--- config.mk ---
export PLATFORM = sky130hd
export DESIGN_NAME = fetch_stage_flat
export DESIGN_NICKNAME = d
export VERILOG_FILES = /design/src/rtl/fetch_if.sv /design/src/rtl/fetch_stage.sv /design/src/flat_wrapper.sv
export SDC_FILE = /design/constraint.sdc
export NUM_CORES = 1
export LEC_CHECK = 0
export CAP_MARGIN = 20
export CORE_MARGIN = 2
export CORE_UTILIZATION = 41
export DETAILED_ROUTE_END_ITERATION = 8
export PLACE_DENSITY = 0.81
export SLEW_MARGIN = 10
export SYNTH_ARGS = -nofsm -noshare
export SYNTH_HDL_FRONTEND = slang
export SYNTH_SLANG_ARGS = --single-unit
--- constraint.sdc ---
create_clock -name clk -period 3.6 [get_ports clk]
set_input_delay 0.9 -clock clk [delete_from_list [all_inputs] [get_ports clk]]
set_output_delay 0.9 -clock clk [all_outputs]
set_load 0.02 [all_outputs]
--- src/rtl/fetch_if.sv ---
// Fetch-stage bundle: instruction-memory request/response, decode handoff and branch redirect.
// The fetch stage takes the master view; the surrounding core/memory take the slave view.
interface fetch_if #(
  parameter int WIDTH = 32
);
  logic             redirect_valid;
  logic [WIDTH-1:0] redirect_pc;
  logic             imem_req_valid;
  logic             imem_req_ready;
  logic [WIDTH-1:0] imem_req_addr;
  logic             imem_rsp_valid;
  logic [31:0]      imem_rsp_data;
  logic             if_valid;
  logic             if_ready;
  logic [WIDTH-1:0] if_pc;
  logic [31:0]      if_instr;

  modport master (
    input  redirect_valid, redirect_pc, imem_req_ready, imem_rsp_valid, imem_rsp_data, if_ready,
    output imem_req_valid, imem_req_addr, if_valid, if_pc, if_instr
  );

  modport slave (
    output redirect_valid, redirect_pc, imem_req_ready, imem_rsp_valid, imem_rsp_data, if_ready,
    input  imem_req_valid, imem_req_addr, if_valid, if_pc, if_instr
  );
endinterface

--- src/rtl/fetch_stage.sv ---
// LX32 instruction-fetch stage: owns the PC, keeps one imem request in flight and hands
// {pc, instr} to decode; a redirect from execute squashes the stale fetch and restarts.
module fetch_stage #(
  parameter int               WIDTH    = 32,
  parameter logic [WIDTH-1:0] RESET_PC = {WIDTH{1'b0}},
  parameter int               PC_STEP  = 4
) (
  input  logic    clk,
  input  logic    rst,
  fetch_if.master bus
);
  localparam logic [2:0] S_IDLE = 3'd0;
  localparam logic [2:0] S_REQ  = 3'd1;
  localparam logic [2:0] S_WAIT = 3'd2;
  localparam logic [2:0] S_HOLD = 3'd3;
  localparam logic [2:0] S_DROP = 3'd4;

  localparam logic [WIDTH-1:0] STEP       = WIDTH'(PC_STEP);
  localparam logic [WIDTH-1:0] ALIGN_MASK = ~(WIDTH'(3));

  logic [2:0]       state_q, state_d;
  logic [WIDTH-1:0] pc_q, pc_d;
  logic             if_valid_q, if_valid_d;
  logic [WIDTH-1:0] if_pc_q, if_pc_d;
  logic [31:0]      if_instr_q, if_instr_d;
  logic [WIDTH-1:0] redirect_tgt;

  assign redirect_tgt = bus.redirect_pc & ALIGN_MASK;

  // Next-state, PC and decode-buffer update; a redirect always overrides the sequential PC.
  always_comb begin
    state_d    = state_q;
    pc_d       = pc_q;
    if_valid_d = if_valid_q;
    if_pc_d    = if_pc_q;
    if_instr_d = if_instr_q;
    case (state_q)
      S_IDLE: begin
        state_d = S_REQ;
        if (bus.redirect_valid) pc_d = redirect_tgt;
        else                    pc_d = pc_q;
      end
      S_REQ: begin
        if (bus.redirect_valid) begin
          pc_d = redirect_tgt;
          // An accepted request is already stale: its response must be swallowed.
          if (bus.imem_req_ready) state_d = S_DROP;
          else                    state_d = S_REQ;
        end else if (bus.imem_req_ready) begin
          state_d = S_WAIT;
        end else begin
          state_d = S_REQ;
        end
      end
      S_WAIT: begin
        if (bus.imem_rsp_valid && bus.redirect_valid) begin
          pc_d    = redirect_tgt;
          state_d = S_REQ;
        end else if (bus.imem_rsp_valid) begin
          if_instr_d = bus.imem_rsp_data;
          if_pc_d    = pc_q;
          if_valid_d = 1'b1;
          pc_d       = pc_q + STEP;
          state_d    = S_HOLD;
        end else if (bus.redirect_valid) begin
          pc_d    = redirect_tgt;
          state_d = S_DROP;
        end else begin
          state_d = S_WAIT;
        end
      end
      S_DROP: begin
        if (bus.redirect_valid) pc_d = redirect_tgt;
        else                    pc_d = pc_q;
        if (bus.imem_rsp_valid) state_d = S_REQ;
        else                    state_d = S_DROP;
      end
      S_HOLD: begin
        if (bus.redirect_valid) begin
          pc_d       = redirect_tgt;
          if_valid_d = 1'b0;
          state_d    = S_REQ;
        end else if (bus.if_ready) begin
          if_valid_d = 1'b0;
          state_d    = S_REQ;
        end else begin
          state_d = S_HOLD;
        end
      end
      default: begin
        state_d    = S_IDLE;
        if_valid_d = 1'b0;
      end
    endcase
  end

  // State and output registers.
  always_ff @(posedge clk or posedge rst) begin
    if (rst) begin
      state_q    <= S_IDLE;
      pc_q       <= RESET_PC;
      if_valid_q <= 1'b0;
      if_pc_q    <= {WIDTH{1'b0}};
      if_instr_q <= 32'h0000_0000;
    end else begin
      state_q    <= state_d;
      pc_q       <= pc_d;
      if_valid_q <= if_valid_d;
      if_pc_q    <= if_pc_d;
      if_instr_q <= if_instr_d;
    end
  end

  assign bus.imem_req_valid = (state_q == S_REQ);
  assign bus.imem_req_addr  = pc_q;
  assign bus.if_valid       = if_valid_q;
  assign bus.if_pc          = if_pc_q;
  assign bus.if_instr       = if_instr_q;

  fetch_stage_chk u_chk (
    .clk          (clk),
    .rst          (rst),
    .rsp_valid    (bus.imem_rsp_valid),
    .rsp_expected ((state_q == S_WAIT) || (state_q == S_DROP)),
    .if_valid     (if_valid_q),
    .req_valid    (state_q == S_REQ)
  );
endmodule

// Protocol monitor: responses only while one is owed, and no request while decode holds an instruction.
module fetch_stage_chk (
  input logic clk,
  input logic rst,
  input logic rsp_valid,
  input logic rsp_expected,
  input logic if_valid,
  input logic req_valid
);
  a_rsp_in_window: assert property (@(posedge clk) disable iff (rst) rsp_valid |-> rsp_expected);
  a_no_req_held:   assert property (@(posedge clk) disable iff (rst) if_valid |-> !req_valid);
endmodule
--- src/flat_wrapper.sv ---
// flat-port wrapper written by rule: the top's interface ports become plain ports
module fetch_stage_flat 
#(
  parameter int               WIDTH    = 32,
  parameter logic [WIDTH-1:0] RESET_PC = {WIDTH{1'b0}},
  parameter int               PC_STEP  = 4
)
  (clk, rst, bus_redirect_valid, bus_redirect_pc, bus_imem_req_ready, bus_imem_rsp_valid, bus_imem_rsp_data, bus_if_ready, bus_imem_req_valid, bus_imem_req_addr, bus_if_valid, bus_if_pc, bus_if_instr);
  fetch_if #(.WIDTH(WIDTH)) bus_i ();
  input  logic clk;
  input  logic rst;
  input wire logic [$bits(bus_i.redirect_valid)-1:0] bus_redirect_valid;
  input wire logic [$bits(bus_i.redirect_pc)-1:0] bus_redirect_pc;
  input wire logic [$bits(bus_i.imem_req_ready)-1:0] bus_imem_req_ready;
  input wire logic [$bits(bus_i.imem_rsp_valid)-1:0] bus_imem_rsp_valid;
  input wire logic [$bits(bus_i.imem_rsp_data)-1:0] bus_imem_rsp_data;
  input wire logic [$bits(bus_i.if_ready)-1:0] bus_if_ready;
  output wire logic [$bits(bus_i.imem_req_valid)-1:0] bus_imem_req_valid;
  output wire logic [$bits(bus_i.imem_req_addr)-1:0] bus_imem_req_addr;
  output wire logic [$bits(bus_i.if_valid)-1:0] bus_if_valid;
  output wire logic [$bits(bus_i.if_pc)-1:0] bus_if_pc;
  output wire logic [$bits(bus_i.if_instr)-1:0] bus_if_instr;
  assign bus_i.redirect_valid = bus_redirect_valid;
  assign bus_i.redirect_pc = bus_redirect_pc;
  assign bus_i.imem_req_ready = bus_imem_req_ready;
  assign bus_i.imem_rsp_valid = bus_imem_rsp_valid;
  assign bus_i.imem_rsp_data = bus_imem_rsp_data;
  assign bus_i.if_ready = bus_if_ready;
  assign bus_imem_req_valid = bus_i.imem_req_valid;
  assign bus_imem_req_addr = bus_i.imem_req_addr;
  assign bus_if_valid = bus_i.if_valid;
  assign bus_if_pc = bus_i.if_pc;
  assign bus_if_instr = bus_i.if_instr;
  fetch_stage #(.WIDTH(WIDTH), .RESET_PC(RESET_PC), .PC_STEP(PC_STEP)) u_core (.clk(clk), .rst(rst), .bus(bus_i));
endmodule
======== Yosys cells after proc, flatten, opt, wreduce, memory -nomap -nowiden ========
Cells that the tools add are included.
storage, ports and cells
  register bits after elaboration ......... 100
  output and inout bits ................... 98
  logic and storage cells ................. 41
operators by class
  $add $sub $neg .......................... 1
  equality and inequality tests ........... 7
  muxes and demuxes ....................... 19
  bitwise logic cells ..................... 2
  reduce and logical (&&, ||, !) cells .... 7
operator list
  cell                                                  count
  two-way mux 32 bit                                    3
  case mux 32 bit (2 select lines)                      1
  adder 32 x 3 -> 32 bit (second input constant)        1
  two-way mux 3 bit                                     7
  case mux 3 bit (5 select lines)                       1
  equality test 3 x 2 -> 1 bit (second input constant)  2
  two-way mux 1 bit                                     4
  two-way mux 2 bit                                     2
  inequality test 2 bit (second input constant)         2
  AND reduction 4 bit                                   1
  OR reduction 4 bit                                    1
  equality test 3 x 1 -> 1 bit (second input constant)  1
  equality test 3 bit (second input constant)           1
  zero test 3 bit                                       1
  inequality test 3 bit (second input constant)         1
  case mux 1 bit (3 select lines)                       1
  AND reduction 3 bit                                   1
  OR reduction 3 bit                                    1
  NOT 1 bit                                             2
  nonzero test 2 bit                                    1
  logical AND 1 bit                                     1

======== Depth between registers and ports, before layout ========
Gate-level depths: netlist (run 1).
  depth in word-level cells ............... 4
  gate-level depth with buffers ........... 7
  depth with buffers taken out ............ 6

======== Least setup slack after synthesis (run 1) ========
OpenSTA, ideal clock, no wires.
  kind .................................... register to register
  from .................................... register u_core.pc_q[2], in the netlist u_core.bus.imem_req_addr[2]
  to ...................................... register u_core.pc_q[30], in the netlist u_core.bus.imem_req_addr[30]
  data arrival time ....................... 2151 ps
  data required time ...................... 3459 ps
  path slack .............................. 1308 ps
  cell stages (with the launch flop) ...... 7
  path buffers ............................ 0
  clock period less this slack ............ 2292 ps
  cell sequence ........................... dfrtp_1 > ha_1 > nand3_1 > or4_4 > or4_4 > o211ai_2 > o311ai_1
between the ends
  word-level cells in the longest chain between the ends .. 4
ends and longest elaborated chain
  element                           line                RTL
  from (decl)                       fetch_stage.sv:22   logic [WIDTH-1:0] pc_q, pc_d;
  from (signal assigned)            fetch_stage.sv:107  pc_q <= pc_d;
  adder 32 x 3 -> 32 bit            fetch_stage.sv:63   pc_d = pc_q + STEP;
  two-way mux 32 bit                fetch_stage.sv:59   end else if (bus.imem_rsp_valid) begin
  two-way mux 32 bit                fetch_stage.sv:56   if (bus.imem_rsp_valid && bus.redirect_valid) begin
  case mux 32 bit (2 select lines)  fetch_stage.sv:37   case (state_q)
No other way between the ends.
A chain may end at the register's enable or synchronous reset.

======== Worst setup path in the final report (run 1) ========
  from .................................... register u_core.state_q[0]
  to ...................................... output port bus_imem_req_valid
between the ends
  word-level cells in the longest chain between the ends .. 1
ends and longest elaborated chain
  element                       line                RTL
  from (decl)                   fetch_stage.sv:21   logic [2:0] state_q, state_d;
  from (signal assigned)        fetch_stage.sv:106  state_q <= state_d;
  equality test 3 x 1 -> 1 bit  fetch_stage.sv:114  assign bus.imem_req_valid = (state_q == S_REQ);
  to (decl)                     flat_wrapper.sv:18  output wire logic [$bits(bus_i.imem_req_valid)-1:0] bus_imem_req_valid;
No other way between the ends.

==> impl_metrics.csv, run 1 <==
group,metric,value,unit
grt,grt_use_met1,30.9,%
drt,wl_per_cell,16.6,um
final_layout,syn2layout_area_growth,45.6,%
final_layout,stdcell_count,844,
drt,drtIter0Drc,404,
synth,async_flop_share,100,%
final_layout,layout_common_cells,"nand2_1 (219), clkdlybuf4s50_1 (165), dfrtp_1 (100)",
job,maxCapViolCount,0,
power,p_leak,3.08,nW
cts,cts_tree,"built",
setup_path,crit_chain,"inv_1 > nor3_1 > clkdlybuf4s50_1",
placement,placed_cells,827,
floorplanning,fp-row-count,38,
cts,clkSinkCount,100,
placement,dp_slack,0.522,ns
synth,synth_area_leaders,"dfrtp_1 (54%), nand2_1 (18%), a21oi_1 (1.9%)",
cts,cts-root-buf,"clkbuf_16",
grt,antenna_found_initial,0,
synth,synth_fp_nets,607,
placement,place_congestion,0.887,
setup_path,r2r_setup_slack,1.03,ns
setup_path,crit_slowest_cell,"clkdlybuf4s50_1",
synth,synth_top_area_share,53.8,%
setup_path,rr_worst_depth,5,
grt,globalRouteOverflowTotal,0,
drt,dr.pass1.iters,5,
synth,synth.yosys.seq_area_share,53.8,%
setup_path,crit_path_max_incr_delay,0.63,ns
worst_hold_path,min_from,"u_core.bus.if_instr[28]",
grt,met3_usage,3.57,%
synth,synth_edf_count,0,
timing,slew_headroom,28.7,%
grt,grt-busiest-layer,"met2",
synth,avgSynthCellArea,8.67,um2
placement,post-dp-hpwl,10100,um
power,power_density,711,nW/um2
synth,synth_ff_type,"dfrtp_1",
cts,cts_setup_buffers,0,
grt,grt_max_degree,50,
power,vdd.ir_drop.worst,0.000402,V
setup_path,cp_top_family,"buffers and inverters",
timing,period_share,77.7,%
worst_hold_path,hold_class,"reg -> reg",
final_layout,final_common_cell,"nand2_1",
floorplanning,core,10900,um2
placement,port_buffers,165,
timing,setup_viol,0,
cts,cts-buffers-inserted,9,
final_layout,layout-drive-gt1-share,6.25,%
grt,grt_first_pass_wirelength,23600,um
timing,post-route-min-period,2.80,ns
cts,cts_hold_buf,0,
grt,grt.total_usage,23.4,%
cts,clk_path_buf_depth,2,
synth,yosysWarnings,0,
floorplanning,dieArea,12200,um2
final_layout,antenna_cells,0,
worst_hold_path,whs_path_depth,2,
timing,fmax,358,MHz
final_layout,nets,770,
setup_path,path_class,"reg -> out",
timing,rsz0062_at_grt,"no",
drt,wl,14000,um
final_layout,final_area,6770,um2
drt,drtAntennaViolNets,0,
setup_path,worstSetupStartpointType,"flip-flop",
synth,synth_seq_cells,100,
setup_path,worstSetupEndpointType,"primary output",
synth,synth_cells,536,
floorplanning,die_x,110,um
timing,tns,0,ns
timing,fin_ws,0.804,ns
cts,htree_levels,3,
floorplanning,start_util,42.5,%
placement,placed_area,6490,um2
timing,hold_viol_final,0,
timing,finClkSkew,0.00680,ns
timing,hold_ws,0.476,ns
timing,tightest_slew,1.06,ns
setup_path,worstPathRequired,2.70,ns
synth,syn_area,4650,um2
floorplanning,die-height,110,um
setup_path,rr_startpoint,"u_core.bus.imem_req_addr[2]",
grt,grt_pass1_vias,4611,
setup_path,worstPathMaxFanout,11,
outcome,status,"finished, final reports clean",
drt,drc,0,
setup_path,reg2reg_to,"u_core.bus.imem_req_addr[18]",
cts,cts.clk_slew.worst_paths,0.07,ns
setup_path,worstPathArrival,1.90,ns
floorplanning,pin_count,168,
timing,slew_viol_final,0,
cts,cts-resized-gates,0,
synth,yosys.area.top_type,"dfrtp_1",
synth,ys_types,55,
worst_hold_path,holdPathEnd,"u_core.bus.if_instr[28]",
grt,met2_usage,38.6,%
setup_path,critical_path_buf_inv_count,2,
drt,viasPerCell,5.46,
drt,num_vias,4606,
cts,clock_latency,0.34,ns
## state kept, by name (all words and copies together) (netlist names)
| signal | flops |
|---|---|
| u_core.bus.if_valid | 1 |
| u_core.bus.if_instr | 32 |
| u_core.bus.if_pc | 32 |
| u_core.state_q | 3 |
| u_core.bus.imem_req_addr | 32 |
## stage by stage
| stage | total power, mW | util [%] |
|---|---|---|
| detailed placement | 3.93 | 59.4 |
| global route | 5.09 | 61.9 |
| finish | 4.81 | 61.9 |
| floorplan | 2.86 | - |
| CTS | 4.83 | 61.8 |
| global placement | 3.86 | 59.4 |
## cell type report
cell class              instances  area [um2]
fillers                       945        4170
flip-flops and latches        100        2500
multi-input cells             403        2030
repair buffers                178        1760
clock buffers                  11         243
well taps                     140         175
inverters                       7        28.8
clock inverters                 5        27.5
## logic make-up (layout without fill, tap and decap cells)
group / count (synthesis) / count (layout) / synth area share, %
simple gates: 306 / 306 / 28.3
xor+xnor: 4 / 4 / 0.754
fa+ha+maj: 1 / 1 / 0.269
buf+inv: 33 / 201 / 2.69
mux: 5 / 5 / 1.18
flops: 100 / 100 / 53.8
compound gates: 87 / 87 / 13.0
## how the worst max path moves through the flow
stage	to	slack, ns	from	cells past startpoint
detailed placement	u_core.bus.if_instr[22]	0.52	bus_redirect_valid	8
finish	bus_imem_req_valid	0.80	u_core.state_q[0]	3
global placement	u_core.bus.if_instr[10]	0.61	bus_redirect_valid	8
floorplan	u_core.bus.if_instr[0]	0.08	rst	1
CTS	bus_imem_req_valid	0.80	u_core.state_q[0]	3
global route	bus_imem_req_valid	0.67	u_core.state_q[0]	3
## power breakdown
group	switching (mW)	internal [mW]	total, mW
combinational	1.07	0.974	2.04
sequential	0.387	1.49	1.88
clock	0.407	0.483	0.890
total	1.86	2.95	4.81
## cell usage after synthesis, types with 2 or more instances
| master | count |
|---|---|
| o221ai_1 | 2 |
| clkbuf_1 | 23 |
| or3_1 | 3 |
| and2_1 | 4 |
| nor2_1 | 24 |
| and3_1 | 9 |
| dfrtp_1 | 100 |
| o22ai_1 | 5 |
| buf_1 | 2 |
| nor3_1 | 7 |
| o311ai_0 | 4 |
| o221a_2 | 2 |
| nand2_1 | 219 |
| or4_4 | 2 |
| a311oi_1 | 2 |
| inv_1 | 7 |
| nor4_1 | 5 |
| xnor2_1 | 3 |
| nand2b_1 | 2 |
| a31oi_1 | 4 |
| nand3_1 | 16 |
| or4_1 | 2 |
| o21a_1 | 3 |
| o22a_1 | 3 |
| mux2_2 | 4 |
| a41oi_1 | 4 |
| nand4_1 | 6 |
| a22oi_1 | 5 |
| o211ai_1 | 6 |
| a21oi_1 | 18 |
| o21ai_0 | 16 |
## per-layer routing
metal | wire (um) | share of wire [%] | vias to the layer above
li1 | - | - | 2157
met1 | 5840 | 42 | 2219
met2 | 6880 | 49 | 202
met3 | 922 | 6.6 | 28
met4 | 398 | 2.8 | 0
met5 | 0 | 0 | -
## tightest hold or removal path, stage by stage, from the launching register on
cell     delay, ns
dfrtp_1       0.34
nand2_1       0.05
nand2_1       0.05
No activity file was read; power rests on OpenSTA's default activity.
==> inputs of run 2 (changes only) <==
Settings changed: CORE_UTILIZATION 41 to 45, PLACE_DENSITY 0.81 to 0.85.
Clock period 3.6 ns to 2.8 ns, I/O delays scaled along.
==> run 2 against run 1 <==
Critical path depth unchanged. Largest cell class unchanged. Clock power decreased by 3.8%. Final area decreased by 0.26%. Critical path type unchanged. Die area decreased by 8.6%. Global-route usage increased by 2.4 points. Sequential share of layout area increased by 0.096 points.
==> impl_metrics.csv, run 2 (synthesis results as in run 1) <==
group,metric,value,unit
power,swShare,40.5,%
setup_path,path_class,"reg -> out",
floorplanning,dieArea,11200,um2
worst_hold_path,min_from,"u_core.bus.if_pc[15]",
grt,globalRouteOverflowTotal,0,
cts,clock_latency,0.37,ns
cts,cts-root-buf,"clkbuf_8",
worst_hold_path,hold_class,"reg -> reg",
cts,cts_hold_buf,0,
power,power_density,879,nW/um2
drt,drtAntennaViolNets,0,
placement,placed_cells,831,
grt,grt.total_usage,25.8,%
final_layout,seq_area,2500,um2
final_layout,final_area,6750,um2
setup_path,r2r_setup_slack,0.39,ns
drt,dr.pass1.iters,5,
cts,clkSinkCount,100,
floorplanning,fp-row-count,37,
timing,finClkSkew,0.0105,ns
grt,grt_max_degree,44,
power,power,5.94,mW
timing,rsz0062_at_grt,"no",
drt,num_vias,4635,
drt,wl_per_cell,16.7,um
setup_path,rr_worst_depth,6,
final_layout,fin_util,66.3,%
final_layout,nets,777,
outcome,status,"finished, final reports clean",
setup_path,worstSetupEndpointType,"primary output",
final_layout,layout_common_cells,"nand2_1 (219), clkdlybuf4s50_1 (165), dfrtp_1 (100)",
timing,slew_viol_final,0,
placement,port_buffers,165,
power,pwr-share-clk,14.4,%
timing,slew_headroom,57.2,%
grt,grt_first_pass_wirelength,23000,um
power,seqPwrFrac,40.7,%
floorplanning,die_x,106,um
worst_hold_path,whs_path_depth,2,
cts,cts_setup_buffers,0,
timing,hold_viol_final,0,
floorplanning,die-height,106,um
floorplanning,core,10200,um2
placement,placed_area,6570,um2
worst_hold_path,holdPathEnd,"u_core.bus.if_pc[15]",
cts,htree_levels,3,
power,combPwrFrac,44.9,%
setup_path,worstPathArrival,1.95,ns
placement,post-dp-hpwl,10300,um
timing,setup_viol,0,
final_layout,stdcell_count,847,
timing,tightest_slew,0.641,ns
final_layout,antenna_cells,0,
drt,viasPerCell,5.47,
power,vdd.ir_drop.worst,0.000482,V
power,power.switching,2.40,mW
final_layout,multi_input_area,2030,um2
setup_path,worstPathMaxFanout,11,
setup_path,worstPathRequired,2.10,ns
cts,cts_tree,"built",
power,internal_power,3.53,mW
drt,drc,0,
final_layout,num-fill-cells,821,
setup_path,worstSetupStartpointType,"flip-flop",
timing,post-route-min-period,2.65,ns
final_layout,syn2layout_area_growth,45.2,%
floorplanning,pin_count,168,
grt,grt_pass1_vias,4622,
placement,place_congestion,0.851,
cts,cts-resized-gates,0,
drt,wl,14100,um
timing,period_share,94.7,%
cts,cts-buffers-inserted,9,
floorplanning,start_util,45.7,%
power,p_leak,3.07,nW
job,maxCapViolCount,0,
cts,cts.clk_slew.worst_paths,0.09,ns
timing,fmax,377,MHz
drt,drtIter0Drc,416,
timing,tns,0,ns
setup_path,reg2reg_to,"u_core.bus.imem_req_addr[30]",
cts,clk_path_buf_depth,2,
final_layout,layout-drive-gt1-share,7.17,%
setup_path,rr_startpoint,"u_core.bus.imem_req_addr[2]",
grt,antenna_found_initial,0,
final_layout,final_common_cell,"nand2_1",
## run 2: how the worst max path moves through the flow
stage,start,end,slack [ns],depth (start not counted)
floorplan,u_core.bus.imem_req_addr[2],u_core.bus.imem_req_addr[30],0.51,6
global placement,bus_imem_rsp_valid,u_core.bus.imem_req_addr[19],0.21,5
detailed placement,bus_imem_rsp_valid,u_core.bus.imem_req_addr[19],0.14,5
CTS,u_core.state_q[0],bus_imem_req_valid,0.13,3
global route,u_core.state_q[0],bus_imem_req_valid,0.0004,3
finish,u_core.state_q[0],bus_imem_req_valid,0.15,3
## run 2: power groups by stage
stage / Clock [mW] / Combinational [mW] / Sequential (mW)
floorplan: 0 / 0.806 / 2.87
global placement: 0 / 2.59 / 2.39
detailed placement: 0 / 2.66 / 2.43
CTS: 0.873 / 2.67 / 2.40
global route: 0.946 / 2.85 / 2.49
finish: 0.856 / 2.67 / 2.41
## run 2: cell type report
type                            count  share of cell area [%]
Clock buffer                       11                    2.09
Tap cell                          136                    2.52
Clock inverter                      5                   0.556
Timing Repair Buffer              185                    27.2
Sequential cell                   100                    37.1
Multi-Input combinational cell    403                    30.1
Inverter                            7                   0.445
## run 2: metal layers
metal / vias to the layer above / global-route usage, % / wire length (um)
met5: - / 0 / 0
met4: 0 / 11.6 / 458
met3: 33 / 4.51 / 761
met2: 179 / 43.2 / 7200
met1: 2247 / 32.8 / 5720
li1: 2176 / - / -
## run 2: worst max-delay path: stages (launching register included)
cell and delay (ns):
dfrtp_1 0.55, inv_1 0.17, nor3_1 0.23, clkdlybuf4s50_1 0.64
## run 2: through the flow
stage / setup slack (ns) / hold WS [ns]
final: 0.149 / 0.478
after global routing: 0.000359 / 0.505
after CTS: 0.131 / 0.483
after detailed placement: 0.135 / 0.461
after global placement: 0.206 / 0.456
after floorplan: 0.508 / 0.589
==> inputs of run 3 (changes only) <==
Settings changed: PLACE_DENSITY 0.85 to 0.91.
==> run 3 against run 2 <==
Largest power group unchanged. Critical path type unchanged. Routed wire length fell by 0.18%. Register-to-register slack barely moved. First-iteration DRC count rose by 7.5%. Critical path depth did not move. Sequential power barely moved. Global-route usage barely moved.
==> impl_metrics.csv, run 3 (synthesis results as in run 1) <==
group,metric,value,unit
outcome,status,"finished, final reports clean",
timing,finClkSkew,0.0114,ns
floorplanning,pin_count,168,
cts,cts-buffers-inserted,9,
setup_path,worstPathRequired,2.10,ns
cts,clkSinkCount,100,
timing,rsz0062_at_grt,"no",
cts,clock_latency,0.37,ns
timing,tightest_slew,0.593,ns
placement,dp_slack,0.218,ns
drt,dr.pass1.iters,5,
floorplanning,start_util,45.7,%
setup_path,worstSetupEndpointType,"primary output",
drt,num_vias,4664,
cts,cts-resized-gates,0,
grt,globalRouteOverflowTotal,0,
timing,period_share,94.5,%
placement,port_buffers,165,
power,power_density,891,nW/um2
cts,cts-root-buf,"clkbuf_8",
setup_path,worstSetupStartpointType,"flip-flop",
grt,grt_max_degree,101,
grt,antenna_found_initial,0,
setup_path,path_class,"reg -> out",
timing,fmax,378,MHz
final_layout,syn2layout_area_growth,45.8,%
floorplanning,fp-row-count,37,
setup_path,rr_worst_depth,6,
setup_path,crit_start,"u_core.state_q[0]",
cts,cts_setup_buffers,0,
setup_path,r2r_setup_slack,0.38,ns
drt,drtIter0Drc,447,
drt,wl,14100,um
grt,grt_first_pass_wirelength,23000,um
floorplanning,die-height,106,um
floorplanning,dieArea,11200,um2
final_layout,num-fill-cells,855,
timing,setup_viol,0,
grt,grt.total_usage,25.8,%
floorplanning,core,10200,um2
timing,tns,0,ns
floorplanning,die_x,106,um
final_layout,layout_common_cells,"nand2_1 (219), clkdlybuf4s50_1 (165), dfrtp_1 (100)",
final_layout,nets,779,
drt,drtAntennaViolNets,0,
power,vdd.ir_drop.worst,0.000517,V
final_layout,antenna_cells,0,
cts,cts_tree,"built",
setup_path,rr_startpoint,"u_core.bus.imem_req_addr[2]",
power,power,6.04,mW
setup_path,worstPathArrival,1.95,ns
worst_hold_path,hold_class,"reg -> reg",
final_layout,stdcell_count,849,
cts,htree_levels,3,
timing,hold_viol_final,0,
placement,place_congestion,0.914,
drt,drc,0,
grt,grt_pass1_vias,4581,
final_layout,fin_util,66.5,%
final_layout,layout-drive-gt1-share,7.43,%
timing,slew_headroom,60.3,%
setup_path,reg2reg_to,"u_core.bus.imem_req_addr[30]",
drt,wl_per_cell,16.6,um
final_layout,final_common_cell,"nand2_1",
cts,cts_hold_buf,0,
power,p_leak,3.09,nW
timing,post-route-min-period,2.65,ns
timing,slew_viol_final,0,
placement,placed_cells,833,
setup_path,crit_path_end,"bus_imem_req_valid",
cts,cts.clk_slew.worst_paths,0.09,ns
cts,clk_path_buf_depth,2,
placement,post-dp-hpwl,10200,um
drt,viasPerCell,5.49,
timing,fin_ws,0.154,ns
job,maxCapViolCount,0,
setup_path,worstPathMaxFanout,11,
==> run 3: power by group <==
part	switching [mW]	internal, mW
registers	0.507	1.91
logic	1.40	1.27
clock network	0.510	0.442
==> run 3: layer usage <==
metal	GRT usage (%)	routed length (um)	vias to the layer above
met2	42.6	7000	213
li1	-	-	2174
met3	3.77	998	32
met5	0	0	-
met4	9.96	340	0
met1	34.6	5780	2245
==> run 3: through the flow <==
step | instance area, um2 | hold WS (ns)
5_1_grt | 6780 | 0.511
3_5_place_dp | 6580 | 0.463
3_3_place_gp | 6580 | 0.457
2_1_floorplan | 4650 | 0.589
4_1_cts | 6780 | 0.486
6_report | 6780 | 0.480
==> run 3: layout make-up <==
class / count / area [um2] / share of cell area (%)
inverter: 7 / 30.0 / 0.443
clock inverter: 5 / 60.1 / 0.886
sequential: 100 / 2500 / 36.9
tap: 136 / 170 / 2.51
clock buffer: 11 / 141 / 2.09
timing repair buffer: 187 / 1840 / 27.2
multi-input combinational: 403 / 2030 / 30.0
==> run 3: how the worst min path moves through the flow <==
stage	startpoint	endpoint	slack, ns	depth (start not counted)
finish	u_core.bus.if_instr[6]	u_core.bus.if_instr[6]	0.48	2
floorplan	u_core.bus.if_instr[31]	u_core.bus.if_instr[31]	0.59	2
detailed placement	u_core.bus.if_instr[6]	u_core.bus.if_instr[6]	0.46	2
global placement	u_core.bus.if_instr[3]	u_core.bus.if_instr[3]	0.46	2
CTS	u_core.bus.if_instr[6]	u_core.bus.if_instr[6]	0.49	2
global route	u_core.bus.if_pc[3]	u_core.bus.if_pc[3]	0.51	2
==> run 3: critical path: stages, from the launching register on <==
cell	delay, ns
dfrtp_1	0.54
inv_1	0.18
nor3_1	0.22
clkdlybuf4s50_1	0.64
